**config.mk**
```make
export PLATFORM = sky130hd
export DESIGN_NAME = instr_loader_flat
export DESIGN_NICKNAME = d
export VERILOG_FILES = /design/src/rtl/instr_loader_if.sv /design/src/rtl/instr_loader.sv /design/src/flat_wrapper.sv
export SDC_FILE = /design/constraint.sdc
export NUM_CORES = 1
export LEC_CHECK = 0
export ABC_AREA = 0
export CAP_MARGIN = 5
export CORE_ASPECT_RATIO = 1.1
export CORE_UTILIZATION = 50
export CTS_BUF_LIST = sky130_fd_sc_hd__clkbuf_4
export CTS_CLUSTER_SIZE = 25
export DETAILED_ROUTE_END_ITERATION = 16
export PLACE_DENSITY = 0.8
export SETUP_SLACK_MARGIN = 0.5
export SYNTH_ARGS = -nofsm -noshare
export SYNTH_HDL_FRONTEND = slang
export SYNTH_SLANG_ARGS = --single-unit
```
**constraint.sdc**
```tcl
create_clock -name clk -period 3.77 [get_ports clk]
set_input_delay 0.754 -clock clk [delete_from_list [all_inputs] [get_ports clk]]
set_output_delay 0.754 -clock clk [all_outputs]
set_load 0.02 [all_outputs]
```
**src/rtl/instr_loader_if.sv**
```systemverilog
// Byte-stream input and instruction-RAM write port of the instruction loader.
// The master modport is the loader side; the slave modport is the stream source / RAM side.
interface instr_loader_if;
  logic [7:0]  rx_data;
  logic        rx_valid;
  logic        rx_ready;
  logic        imem_we;
  logic [31:0] imem_wAddr;
  logic [31:0] imem_wData;

  modport master (
    input  rx_data,
    input  rx_valid,
    output rx_ready,
    output imem_we,
    output imem_wAddr,
    output imem_wData
  );

  modport slave (
    output rx_data,
    output rx_valid,
    input  rx_ready,
    input  imem_we,
    input  imem_wAddr,
    input  imem_wData
  );
endinterface

```
**src/rtl/instr_loader.sv**
```systemverilog
// Loads a length-prefixed little-endian byte stream into instruction RAM, one 32-bit word at a
// time, and keeps the core in reset until a load has completed without error.
module instr_loader #(
  parameter int DEPTH_W   = 6,
  parameter int BASE_ADDR = 0
) (
  input  logic           clk,
  input  logic           reset_n,
  input  logic           start,
  instr_loader_if.master bus,
  output logic           cpu_hold,
  output logic           load_done,
  output logic           load_err
);

  localparam int          MAX_WORDS = (1 << DEPTH_W) - BASE_ADDR / 4;
  localparam logic [31:0] BASE      = 32'(BASE_ADDR);

  typedef enum logic [2:0] {
    S_IDLE,
    S_HDR0,
    S_HDR1,
    S_LOAD,
    S_DONE,
    S_ERR
  } state_t;

  state_t      state_q, state_d;
  logic [31:0] addr_q, addr_d;
  logic [31:0] wdata_q, wdata_d;
  logic        we_q, we_d;
  logic [23:0] asm_q, asm_d;
  logic [1:0]  byte_idx_q, byte_idx_d;
  logic [15:0] n_q, n_d;
  logic [15:0] word_cnt_q, word_cnt_d;

  logic        rx_ready_c;
  logic        accept;
  logic [23:0] asm_lane_d;

  assign rx_ready_c = (state_q == S_HDR0) || (state_q == S_HDR1) || (state_q == S_LOAD);
  assign accept     = bus.rx_valid && rx_ready_c;

  // Bytes 0..2 of a word are parked in their lanes; byte 3 goes straight into the write data.
  for (genvar gi = 0; gi < 3; gi++) begin : g_lane
    assign asm_lane_d[8*gi +: 8] =
      (state_q == S_LOAD && accept && byte_idx_q == 2'(gi)) ? bus.rx_data : asm_q[8*gi +: 8];
  end

  always_ff @(posedge clk or negedge reset_n) begin
    if (!reset_n) begin
      state_q    <= S_IDLE;
      addr_q     <= BASE;
      wdata_q    <= '0;
      we_q       <= 1'b0;
      asm_q      <= '0;
      byte_idx_q <= '0;
      n_q        <= '0;
      word_cnt_q <= '0;
    end else begin
      state_q    <= state_d;
      addr_q     <= addr_d;
      wdata_q    <= wdata_d;
      we_q       <= we_d;
      asm_q      <= asm_d;
      byte_idx_q <= byte_idx_d;
      n_q        <= n_d;
      word_cnt_q <= word_cnt_d;
    end
  end

  always_comb begin
    state_d    = state_q;
    addr_d     = addr_q;
    wdata_d    = wdata_q;
    we_d       = 1'b0;
    asm_d      = asm_q;
    byte_idx_d = byte_idx_q;
    n_d        = n_q;
    word_cnt_d = word_cnt_q;

    case (state_q)
      S_IDLE, S_DONE, S_ERR: begin
        if (start) begin
          state_d    = S_HDR0;
          addr_d     = BASE;
          asm_d      = '0;
          byte_idx_d = '0;
          n_d        = '0;
          word_cnt_d = '0;
        end
      end

      S_HDR0: begin
        if (accept) begin
          n_d[7:0] = bus.rx_data;
          state_d  = S_HDR1;
        end
      end

      S_HDR1: begin
        if (accept) begin
          n_d = {bus.rx_data, n_q[7:0]};
          if (n_d == 16'd0) begin
            state_d = S_DONE;
          end else if (32'(n_d) > 32'(MAX_WORDS)) begin
            state_d = S_ERR;
          end else begin
            state_d = S_LOAD;
          end
        end
      end

      S_LOAD: begin
        // Write cycle: the address advances afterwards, except after the final word so it
        // never points past the last valid location.
        if (we_q) begin
          word_cnt_d = word_cnt_q + 16'd1;
          if (word_cnt_d == n_q) begin
            state_d = S_DONE;
          end else begin
            addr_d = addr_q + 32'd4;
          end
        end
        if (accept) begin
          asm_d      = asm_lane_d;
          byte_idx_d = byte_idx_q + 2'd1;
          if (byte_idx_q == 2'd3) begin
            we_d    = 1'b1;
            wdata_d = {bus.rx_data, asm_q};
          end
        end
      end

      default: state_d = S_IDLE;
    endcase
  end

  assign bus.rx_ready   = rx_ready_c;
  assign bus.imem_we    = we_q;
  assign bus.imem_wAddr = addr_q;
  assign bus.imem_wData = wdata_q;
  assign cpu_hold       = (state_q != S_DONE);
  assign load_done      = (state_q == S_DONE);
  assign load_err       = (state_q == S_ERR);

`ifndef SYNTHESIS
  a_we_only_in_load : assert property (@(posedge clk) disable iff (!reset_n)
    we_q |-> (state_q == S_LOAD));
  a_addr_in_range : assert property (@(posedge clk) disable iff (!reset_n)
    (MAX_WORDS > 0) |-> (addr_q <= BASE + 32'(4 * (MAX_WORDS - 1))));
`endif

endmodule

```
**src/flat_wrapper.sv**
```systemverilog
// flat-port wrapper written by rule: the top's interface ports become plain ports
module instr_loader_flat 
#(
  parameter int DEPTH_W   = 6,
  parameter int BASE_ADDR = 0
)
  (clk, reset_n, start, cpu_hold, load_done, load_err, bus_rx_data, bus_rx_valid, bus_rx_ready, bus_imem_we, bus_imem_wAddr, bus_imem_wData);
  instr_loader_if bus_i ();
  input  logic clk;
  input  logic reset_n;
  input  logic start;
  output logic cpu_hold;
  output logic load_done;
  output logic load_err;
  input wire logic [$bits(bus_i.rx_data)-1:0] bus_rx_data;
  input wire logic [$bits(bus_i.rx_valid)-1:0] bus_rx_valid;
  output wire logic [$bits(bus_i.rx_ready)-1:0] bus_rx_ready;
  output wire logic [$bits(bus_i.imem_we)-1:0] bus_imem_we;
  output wire logic [$bits(bus_i.imem_wAddr)-1:0] bus_imem_wAddr;
  output wire logic [$bits(bus_i.imem_wData)-1:0] bus_imem_wData;
  assign bus_i.rx_data = bus_rx_data;
  assign bus_i.rx_valid = bus_rx_valid;
  assign bus_rx_ready = bus_i.rx_ready;
  assign bus_imem_we = bus_i.imem_we;
  assign bus_imem_wAddr = bus_i.imem_wAddr;
  assign bus_imem_wData = bus_i.imem_wData;
  instr_loader #(.DEPTH_W(DEPTH_W), .BASE_ADDR(BASE_ADDR)) u_core (.clk(clk), .reset_n(reset_n), .start(start), .bus(bus_i), .cpu_hold(cpu_hold), .load_done(load_done), .load_err(load_err));
endmodule
```
==> results.ini <==
[status]
outcome = complete, no violations

[drt]
first_iter_violations = 480
ant_nets = 0
vias_per_cell = 5.973
post-route-drc-count = 0
drt_pass1_iterations = 5
via_count = 5334
wirelength_mm = 15.56
wl_per_cell_um = 17.42

[synthesis]
ys_types = 57
synth_cells = 651
synth_flop_cell = dfrtp_1
synthArstFlopShare = 1.000
avgSynthCellArea_um2 = 9.564
synth_mux_area_frac = 0.06290
synth-seq-cells = 124
synthXorXnorAreaFrac = 0.03798
synth_top_family_by_area = simple AND/OR/NAND/NOR gates
synth-seq-area-share = 0.4984
synth-compound-area-share = 0.1513
synth_edf_count = 0
syn_area_mm2 = 0.006226
synth.area.top_cells = dfrtp_1 50%, nand2_1 6.2%, mux2_2 6.0%
yosysWarnings = 0
synth_fa_ha_area_frac = 0.01206
synth_top_cell_by_area = dfrtp_1
synth-simple-area-share = 0.1965
yosysTopAreaCellShare = 0.4984

[clock_network]
clk_pin_slew_ps = 120
cts.sinks = 124
cts_made_buffers = 17
cts_tree = built
h-tree-depth = 4
cts.path.max_buffers = 2
clk_latency_ps = 540
cts-root-buf = clkbuf_4

[floorplan]
chipHeight_um = 119.0
initial_core_util = 0.5151
coreArea_mm2 = 0.01209
rows = 42
num_io_pins = 81
die_w_um = 108.4
dieArea_mm2 = 0.01290

[cells_and_area]
utilization = 0.6201
areaGrowthSynthToFinish_pct = 20.38
final_cells = 893
nNetsFinal = 743
fill_cells = 1005
final_area_mm2 = 0.007495
multi_input_area_mm2 = 0.002909
layout-drive-gt1-share = 0.1328
seq_area_mm2 = 0.003104

[worst_setup_path]
critical_path_required_ps = 4190
start_kind = register
crit_arrival_ps = 3540
end_kind = register
path_class = register to register
crit_path_max_fanout = 36

[placement]
io_buffers = 78
placed_cells = 858
dpl_cell_area_mm2 = 0.007144
place_ws_ps = 307.8
dp_hpwl_mm = 10.62
gp_congestion = 0.9604

[sta]
whs_ps = 326.2
relSlewSlack = 0.1980
clock_skew_ps = 14.12
setup_tns_ps = 0
fmax_mhz = 320.6
setup_viol = 0
worstMarginPinSlew_ps = 1197
rsz0062_at_grt = no
post-route-period-util = 0.8272
slew_viol_final = 0
setup_ws_ps = 651.3
hold_viol_final = 0
period_needed_ps = 3119

[global_routing]
grt_pass1_wl_mm = 25.67
grt_pass1_vias = 5178
globalRouteOverflowTotal = 0
grt_usage = 0.2550
grt_max_degree = 69
antenna_found_initial = 1

[power]
leakagePower_nw = 3.341
vdd_drop_max_mv = 0.3618
pwr_density_cell_mw_per_mm2 = 703.7
p_total_mw = 5.274

[hold_path]
hold_class = primary input to asynchronous set/reset pin

[run]
maxCapViolCount = 0

==> synthesized netlist by cell type, types with 5 or more instances <==
cell      instances
a21oi_1          13
mux2_2           33
and3_1           13
dfrtp_1         124
nor4_1           13
nor2_1           33
clkbuf_1         28
o211ai_1          7
xor2_1           10
nand3_1          29
a31oi_1           8
and2_1            5
or3_1             6
xnor2_1          17
a31o_2            7
nor3_1            9
inv_1            22
o21ai_0          71
nand4_1          19
buf_2             5
nand2_1         103
o31ai_1           9
ha_1              6
==> path summary, 6_finish.rpt <==
path | slack (ps) | from | end | cells after the start
worst max-delay path | 650 | u_core.word_cnt_q[2]$_DFFE_PN0P_ | u_core.bus.imem_wAddr[24]$_DFFE_PN0P_ | 8
worst min-delay path | 330 | reset_n | u_core.asm_q[14]$_DFFE_PN0P_ | 1
worst max register to register | 650 | u_core.word_cnt_q[2]$_DFFE_PN0P_ | u_core.bus.imem_wAddr[24]$_DFFE_PN0P_ | 8
worst min register to register | 490 | u_core.asm_q[1]$_DFFE_PN0P_ | u_core.asm_q[1]$_DFFE_PN0P_ | 2
max in group asynchronous | 2630 | reset_n | u_core.bus.imem_wData[20]$_DFFE_PN0P_ | 2
min in group clk | 490 | u_core.asm_q[1]$_DFFE_PN0P_ | u_core.asm_q[1]$_DFFE_PN0P_ | 2
==> timing repair <==
action / CTS / global route
hold buffers: 0 / 0
pin swaps: 0 / 0
buffers inserted: 0 / 2
setup endpoints to repair: 25 / 28
gates resized for setup: 4 / 3
==> worst max-delay path: stages, from the launching register on <==
cell and delay (ps):
dfrtp_1 530, nand4_2 250, nor4_4 360, xnor2_1 120, or4_1 570, or4_4 510
buf_6 230, and3_1 170, mux2_2 250
==> registers in the layout, summed over array words and instances, names as in the netlist <==
signal and count:
u_core.asm_q 24, u_core.n_q 16, u_core.bus.imem_wData 32, u_core.bus.imem_we 1, u_core.bus.imem_wAddr 30, u_core.word_cnt_q 16
u_core.state_q 3, u_core.byte_idx_q 2
==> power by group <==
group | total [mW] | leakage, nW | switching [mW] | internal, mW
clock network | 1.00 | 0.153 | 0.534 | 0.469
registers | 2.13 | 1.64 | 0.406 | 1.73
logic | 2.14 | 1.54 | 1.21 | 0.926
==> layer usage <==
metal / global-route usage / wire length, um / vias up
met5: 0 / 0 / -
met4: 0.08868 / 194 / 0
met3: 0.05036 / 804 / 13
met2: 0.4196 / 7962 / 189
met1: 0.3341 / 6594 / 2639
li1: - / - / 2493
==> logic make-up (layout without fill, tap and decap cells) <==
logic type,count (synthesis),in the layout
flip-flops,124,124
XOR/XNOR,27,27
other,1,3
buffers and inverters,60,146
AND/OR/NAND/NOR,249,249
adder cells (fa/ha/maj),6,6
AO/OA/AOI/OAI,149,149
multiplexers,35,35
==> layout by cell type, fill, tap and decap left out, types with 4 or more instances in the layout <==
cell type / netlist / routed
a21oi_1: 13 / 13
nor4_1: 13 / 11
nor3_1: 9 / 9
dfrtp_1: 124 / 123
o211ai_1: 7 / 7
a31o_2: 7 / 7
clkdlybuf4s50_1: 0 / 77
nor2_1: 33 / 32
nand3_1: 29 / 28
o21ai_0: 71 / 71
buf_4: 3 / 13
nand4_1: 19 / 19
or3_1: 6 / 6
and2_1: 5 / 5
nand2_1: 103 / 103
and3_1: 13 / 13
o31ai_1: 9 / 9
xnor2_1: 17 / 17
inv_1: 22 / 22
a31oi_1: 8 / 7
xor2_1: 10 / 10
ha_1: 6 / 5
mux2_2: 33 / 33
clkbuf_4: 0 / 18
clkinvlp_4: 0 / 4
==> layout make-up <==
| cell class | instances | share of cell area |
|---|---|---|
| multi-input cells | 468 | 0.3881 |
| clock inverters | 14 | 0.02254 |
| flip-flops and latches | 124 | 0.4142 |
| diodes | 1 | 0.0003339 |
| inverters | 22 | 0.01102 |
| repair buffers | 92 | 0.1200 |
| clock buffers | 18 | 0.01803 |
| well taps | 154 | 0.02571 |
No activity file was read; power rests on OpenSTA's default activity.
